--- config.mk ---
export PLATFORM = sky130hd
export DESIGN_NAME = alu_flat
export DESIGN_NICKNAME = d
export VERILOG_FILES = /design/src/rtl/alu_if.sv /design/src/rtl/alu.sv /design/src/flat_wrapper.sv
export SDC_FILE = /design/constraint.sdc
export NUM_CORES = 1
export LEC_CHECK = 0
export CORE_MARGIN = 4
export CORE_UTILIZATION = 45
export DETAILED_ROUTE_END_ITERATION = 10
export PLACE_DENSITY_LB_ADDON = 0.12
export SLEW_MARGIN = 20
export SYNTH_ARGS = -nofsm -noshare
export SYNTH_HDL_FRONTEND = slang
export SYNTH_SLANG_ARGS = --single-unit
--- constraint.sdc ---
create_clock -name Clk -period 4.05 [get_ports Clk]
set_input_delay 0.81 -clock Clk [delete_from_list [all_inputs] [get_ports Clk]]
set_output_delay 0.81 -clock Clk [all_outputs]
set_load 0.05 [all_outputs]
--- src/rtl/alu_if.sv ---
// Operand/result bundle between the control/datapath side and the ALU.
// The master drives operands and control; the slave returns result and flags.
interface alu_if;
  logic [7:0] InputA;
  logic [7:0] InputB;
  logic       SC_in;
  logic [2:0] OP;
  logic       Flag_en;
  logic [7:0] Out;
  logic       Zero;
  logic       SC_out;
  logic       SC_q;
  logic       Zero_q;

  modport master (
    output InputA, InputB, SC_in, OP, Flag_en,
    input  Out, Zero, SC_out, SC_q, Zero_q
  );

  modport slave (
    input  InputA, InputB, SC_in, OP, Flag_en,
    output Out, Zero, SC_out, SC_q, Zero_q
  );
endinterface

--- src/rtl/alu.sv ---
// 8-bit combinational ALU with a clocked status register.
// The status register captures SC_out/Zero when Flag_en is set.
module alu (
  input  logic Clk,
  input  logic Reset_n,
  alu_if.slave bus
);

  localparam logic [2:0] OP_ADD = 3'b000;
  localparam logic [2:0] OP_LSH = 3'b001;
  localparam logic [2:0] OP_RSH = 3'b010;
  localparam logic [2:0] OP_XOR = 3'b011;
  localparam logic [2:0] OP_AND = 3'b100;
  localparam logic [2:0] OP_SUB = 3'b101;
  localparam logic [2:0] OP_PAS = 3'b110;
  localparam logic [2:0] OP_RXR = 3'b111;

  function automatic logic f_parity8(input logic [7:0] d);
    return ^d;
  endfunction

  logic [8:0] w_wide;
  logic [7:0] w_out;
  logic       w_sc;
  logic       w_zero;
  logic       r_sc_q;
  logic       r_zero_q;

  // Result and shift/carry select; bit 8 of the 9-bit sum/difference is carry/borrow.
  always_comb begin
    w_wide = 9'd0;
    w_out  = 8'h00;
    w_sc   = 1'b0;
    case (bus.OP)
      OP_ADD: begin
        w_wide = {1'b0, bus.InputA} + {1'b0, bus.InputB};
        w_out  = w_wide[7:0];
        w_sc   = w_wide[8];
      end
      OP_LSH: begin
        w_out = {bus.InputA[6:0], bus.SC_in};
        w_sc  = bus.InputA[7];
      end
      OP_RSH: begin
        w_out = {1'b0, bus.InputA[7:1]};
        w_sc  = bus.InputA[0];
      end
      OP_XOR: w_out = bus.InputA ^ bus.InputB;
      OP_AND: w_out = bus.InputA & bus.InputB;
      OP_SUB: begin
        w_wide = {1'b0, bus.InputA} - {1'b0, bus.InputB};
        w_out  = w_wide[7:0];
        w_sc   = w_wide[8];
      end
      OP_PAS: w_out = bus.InputB;
      OP_RXR: w_out = {7'b0000000, f_parity8(bus.InputA)};
      default: begin
        w_out = 8'h00;
        w_sc  = 1'b0;
      end
    endcase
  end

  assign w_zero = (w_out == 8'h00);

  // Status register: reset wins over capture; otherwise hold.
  always_ff @(posedge Clk) begin
    if (!Reset_n) begin
      r_sc_q   <= 1'b0;
      r_zero_q <= 1'b0;
    end else if (bus.Flag_en) begin
      r_sc_q   <= w_sc;
      r_zero_q <= w_zero;
    end else begin
      r_sc_q   <= r_sc_q;
      r_zero_q <= r_zero_q;
    end
  end

  assign bus.Out    = w_out;
  assign bus.Zero   = w_zero;
  assign bus.SC_out = w_sc;
  assign bus.SC_q   = r_sc_q;
  assign bus.Zero_q = r_zero_q;

endmodule

--- src/flat_wrapper.sv ---
// flat-port wrapper written by rule: the top's interface ports become plain ports
module alu_flat 
  (Clk, Reset_n, bus_InputA, bus_InputB, bus_SC_in, bus_OP, bus_Flag_en, bus_Out, bus_Zero, bus_SC_out, bus_SC_q, bus_Zero_q);
  alu_if bus_i ();
  input  logic Clk;
  input  logic Reset_n;
  input wire logic [$bits(bus_i.InputA)-1:0] bus_InputA;
  input wire logic [$bits(bus_i.InputB)-1:0] bus_InputB;
  input wire logic [$bits(bus_i.SC_in)-1:0] bus_SC_in;
  input wire logic [$bits(bus_i.OP)-1:0] bus_OP;
  input wire logic [$bits(bus_i.Flag_en)-1:0] bus_Flag_en;
  output wire logic [$bits(bus_i.Out)-1:0] bus_Out;
  output wire logic [$bits(bus_i.Zero)-1:0] bus_Zero;
  output wire logic [$bits(bus_i.SC_out)-1:0] bus_SC_out;
  output wire logic [$bits(bus_i.SC_q)-1:0] bus_SC_q;
  output wire logic [$bits(bus_i.Zero_q)-1:0] bus_Zero_q;
  assign bus_i.InputA = bus_InputA;
  assign bus_i.InputB = bus_InputB;
  assign bus_i.SC_in = bus_SC_in;
  assign bus_i.OP = bus_OP;
  assign bus_i.Flag_en = bus_Flag_en;
  assign bus_Out = bus_i.Out;
  assign bus_Zero = bus_i.Zero;
  assign bus_SC_out = bus_i.SC_out;
  assign bus_SC_q = bus_i.SC_q;
  assign bus_Zero_q = bus_i.Zero_q;
  alu u_core (.Clk(Clk), .Reset_n(Reset_n), .bus(bus_i));
endmodule
## Word-level counts from Yosys, hierarchy flattened

Index checks and enable logic that the tools add are counted.

- Bits in latches: 0
- Memories: 0
- Output and inout port bits: 12
- Input port bits: 23
- Memory bits (read-only): 0
- Register bits: 2
- Bits in writable memories: 0

- Reductions and logical operators: 3
- Add/sub/neg operators: 2
- Mux-type cells: 2
- Shift-type cells: 0
- $mul: 0
- Bitwise gates (word level): 2
- $lt $le $gt $ge: 0
- Divide/modulo/power cells: 0
- Equal/unequal tests: 7

Operator list:

| kind | count |
|---|---|
| $pmux W8 S8 | 1 |
| $eq A3 B3 Y1 const B | 4 |
| $add A8 B8 Y9 | 1 |
| $sub A8 B8 Y9 | 1 |
| $and A8 B8 Y8 | 1 |
| $logic_not A8 Y1 | 1 |
| $reduce_xor A8 Y1 | 1 |
| $xor A8 B8 Y8 | 1 |
| $eq A3 B2 Y1 const B | 2 |
| $pmux W1 S4 | 1 |
| $eq A3 B1 Y1 const B | 1 |
| $logic_not A3 Y1 | 1 |

## Depth between registers and ports, before layout

- Depth in word-level cells: 3
- Depth in mapped cells: 10
- Gate-level depth less buffers: 10

## Worst setup path after synthesis

OpenSTA, ideal clock, no wires.

- Kind: input to output
- From: input bus_OP[2]
- To: output bus_Zero
- Arrival time: 4.052 ns
- Stages: 8
- Slack: -0.812 ns
- Cell sequence: buf_6 -> clkbuf_1 -> buf_2 -> o211ai_1 -> o311ai_0 -> or4_1 -> or4_4 -> nor2_1

- Word-level cells in the longest chain between the ends: 3
- Elaborated cells between the ends (all ways): 10

Ends and longest elaborated chain:

| item | line | RTL |
|---|---|---|
| from (decl) | flat_wrapper.sv:10 | `input wire logic [$bits(bus_i.OP)-1:0] bus_OP;` |
| $eq A3 B3 Y1 (tied with other cells) | alu.sv:34 | `case (bus.OP)` |
| $pmux W8 S8 * | alu.sv:34 |  |
| net bus_Out[0] | flat_wrapper.sv:12 | `output wire logic [$bits(bus_i.Out)-1:0] bus_Out;` |
| $logic_not A8 Y1 * | alu.sv:64 | `assign w_zero = (w_out == 8'h00);` |
| to (decl) | flat_wrapper.sv:13 | `output wire logic [$bits(bus_i.Zero)-1:0] bus_Zero;` |

The timed path passes the listed nets; every way through them passes the cells marked *.

## Final worst setup path

- From: input bus_InputA[0]
- To: output bus_Zero

- Word-level cells in the longest chain between the ends: 3
- Elaborated cells between the ends (all ways): 7

Ends and longest elaborated chain:

| item | line | RTL |
|---|---|---|
| from (decl) | flat_wrapper.sv:7 | `input wire logic [$bits(bus_i.InputA)-1:0] bus_InputA;` |
| $sub A8 B8 Y9 (tied with other cells) | alu.sv:51 | `w_wide = {1'b0, bus.InputA} - {1'b0, bus.InputB};` |
| $pmux W8 S8 * | alu.sv:34 |  |
| $logic_not A8 Y1 * | alu.sv:64 |  |

Mark *: on every way between the ends. The rest lies on a longest branch, timed or not.

==> impl_metrics.ini <==
[run_status]
outcome = finished clean

[yosys]
synth-seq-cells = 2
synth_cell_type_count = 54
synth_edf_count = 0
ys_warn_count = 0
syn_area_sq_um = 1409
async_flop_share_pct = 0
synth_cells = 200
synth_nets = 241
ys_seq_area_share_pct = 2.842
ys.flop_type = dfxtp_1
synth_area_per_cell_sq_um = 7.044

[critical_path]
rr_worst_depth = 2
r2r_slack_ns = 3.40
worst-endpoint-arrival_ns = 3.23
rr_startpoint = u_core.bus.SC_q
crit_type = primary input to output port
cp_max_fo = 3
start_kind = primary input
critPathRequiredTime_ns = 3.24
r2r_end = u_core.bus.SC_q
end_kind = output port

[place]
placed_cell_area_sq_um = 2355
hpwl_mm = 4.456
place_inst = 329
io_buffer_count = 34
gp_congestion = 0.9588
dp_slack_ns = -0.4724

[clocking]
cts_tree = done
numCtsBuffers = 3
h-tree-depth = 1
clkLatencyLatePin_ns = 0.22
clkSinkCount = 2
ctsHoldBuffers = 0
root_buffer = clkbuf_4
clk_pin_slew_ns = 0.04
clk_path_buf_depth = 2

[grt]
antenna_found_initial = 0
track_usage_pct = 28.28
grt_pass1_wl_mm = 9.315
grt-ovfl-total = 0
grt_start_max_net_pins = 14
grt_pass1_vias = 2044

[floorplan]
fp.dieH_microns = 63.96
io_pins = 35
die_area_sq_um = 4090
die_w_microns = 63.96
core-area_sq_um = 3028
placementRows = 20
start_util_pct = 46.53

[drt]
wl_mm = 6.065
first_iter_violations = 114
dr.pass1.iters = 4
avgViaCountPerCell = 6.209
final_antenna_net_count = 0
drc = 0
num_vias = 2080
wl_per_cell_microns = 18.10

[min_path]
worst_hold_path_type = register to register
min_to = u_core.bus.Zero_q
holdPathStages = 2
hold_start = u_core.bus.Zero_q

[timing]
hold_viol = 0
tightest_slew_ns = 0.4956
slew_headroom_pct = 66.86
rsz0062_at_grt = yes
max_freq_mhz = 247.8
finalMaxSlewViolations = 0
finClkSkew_ns = 0
min_period_ns = 4.035
postLayoutSetupSlackWorst_ns = 0.01482
whs_ns = 0.5196
setup_violations = 0
min_period_over_period_pct = 99.63

[final_layout]
final_cell_mix = buf_4, a21oi_1, nand2_1
multiInputGateArea_sq_um = 1480
final_cells = 335
synthToLayoutAreaGrowth_pct = 84.81
fin_area_sq_um = 2604
fillCellCount = 164
regArea_sq_um = 40.04
fin_util_pct = 85.99
layout-drive-gt1-share_pct = 47.77
final_common_cell = buf_4
fin_nets = 334
antenna_cells = 0

[power_and_ir_drop]
power.density_nw_per_um2 = 197.4
leakage_nw = 1.152
ir_worst_vdd_mv = 0.1066

[run]
drv_cap = 0
## timing repair
| action | in CTS | in global routing |
|---|---|---|
| endpoints found under the setup margin | 3 | 2 |
| resized for setup | 79 | 23 |
| pin swaps | 17 | 11 |
| buffers inserted | 3 | 0 |
## registers in the layout (all words and copies together), names as in the netlist
name	count
u_core.bus.SC_q	1
u_core.bus.Zero_q	1
## per-layer routing
| layer | up-vias | GRT usage, % | wire [microns] | share of wire, % |
|---|---|---|---|---|
| met5 | - | 0 | 0 | 0 |
| met4 | 0 | 18.06 | 374 | 6.2 |
| met3 | 43 | 2.109 | 328 | 5.4 |
| met2 | 116 | 52.00 | 3091 | 51 |
| met1 | 984 | 30.75 | 2270 | 37 |
| li1 | 937 | - | - | - |
## worst max-delay path, cell delays in order
cell	delay (ns)
buf_8	0.11
ha_4	0.17
fa_2	0.42
nor2b_2	0.14
o21ai_1	0.09
a22o_1	0.23
or4_4	0.52
or4_4	0.45
nor2_4	0.15
buf_12	0.14
## kinds of logic (layout without fill, tap and decap cells)
kind of cell	Yosys count	in the layout	share of synthesized area (%)
muxes	7	7	5.062
xor gates and xnor gates	7	7	4.352
buffers and inverters	28	119	8.880
adders and majority gates	18	18	17.05
and+or+nand+nor	64	64	25.49
AOI/OAI and AO/OA	74	74	36.33
DFF	2	2	2.842
## cell type report
cell class	count	share of cell area (%)
Clock buffer	3	0.8650
Multi-Input combinational cell	170	56.85
Tap cell	44	2.114
Sequential cell	2	1.538
Timing Repair Buffer	101	36.28
Inverter	15	2.355
## worst max path at each step
stage                           to  depth (start not counted)           from
after floorplan           bus_Zero                         10  bus_InputB[2]
after global placement    bus_Zero                         11  bus_InputB[2]
after detailed placement  bus_Zero                         11  bus_InputB[3]
after CTS                 bus_Zero                         10  bus_InputA[1]
after global routing      bus_Zero                         12  bus_InputA[2]
final                     bus_Zero                         10  bus_InputA[0]
## where the power goes
group / switching, mW / total, mW / internal (mW)
Sequential: 0.000362 / 0.0210 / 0.0206
Combinational: 0.226 / 0.447 / 0.221
Clock: 0.0132 / 0.0461 / 0.0328
Total: 0.240 / 0.514 / 0.274
## metrics by stage
step,setup TNS (ns),total power [mW]
2_1_floorplan,0,0.2246
3_5_place_dp,-0.6077,0.4185
4_1_cts,0,0.4882
3_3_place_gp,-0.5160,0.4097
6_report,0,0.5141
5_1_grt,-0.05642,0.5453
## synthesized netlist by cell type (3+ instances only)
master	count	share of area (%)
a211oi_1	7	3.7
a21o_1	5	2.7
a21oi_1	21	7.5
a221oi_1	4	2.5
buf_2	7	2.5
clkbuf_1	4	1.1
ha_1	16	14
inv_1	14	3.7
mux2i_1	6	4.3
nand2_1	11	2.9
nand2b_1	9	4.0
nand3b_1	4	2.1
nor2_1	9	2.4
nor2b_1	7	3.1
nor3_1	9	3.2
o21ai_0	8	2.8
o22ai_1	3	1.3
xnor2_1	7	4.4
Power figures use the tool's default switching activity.
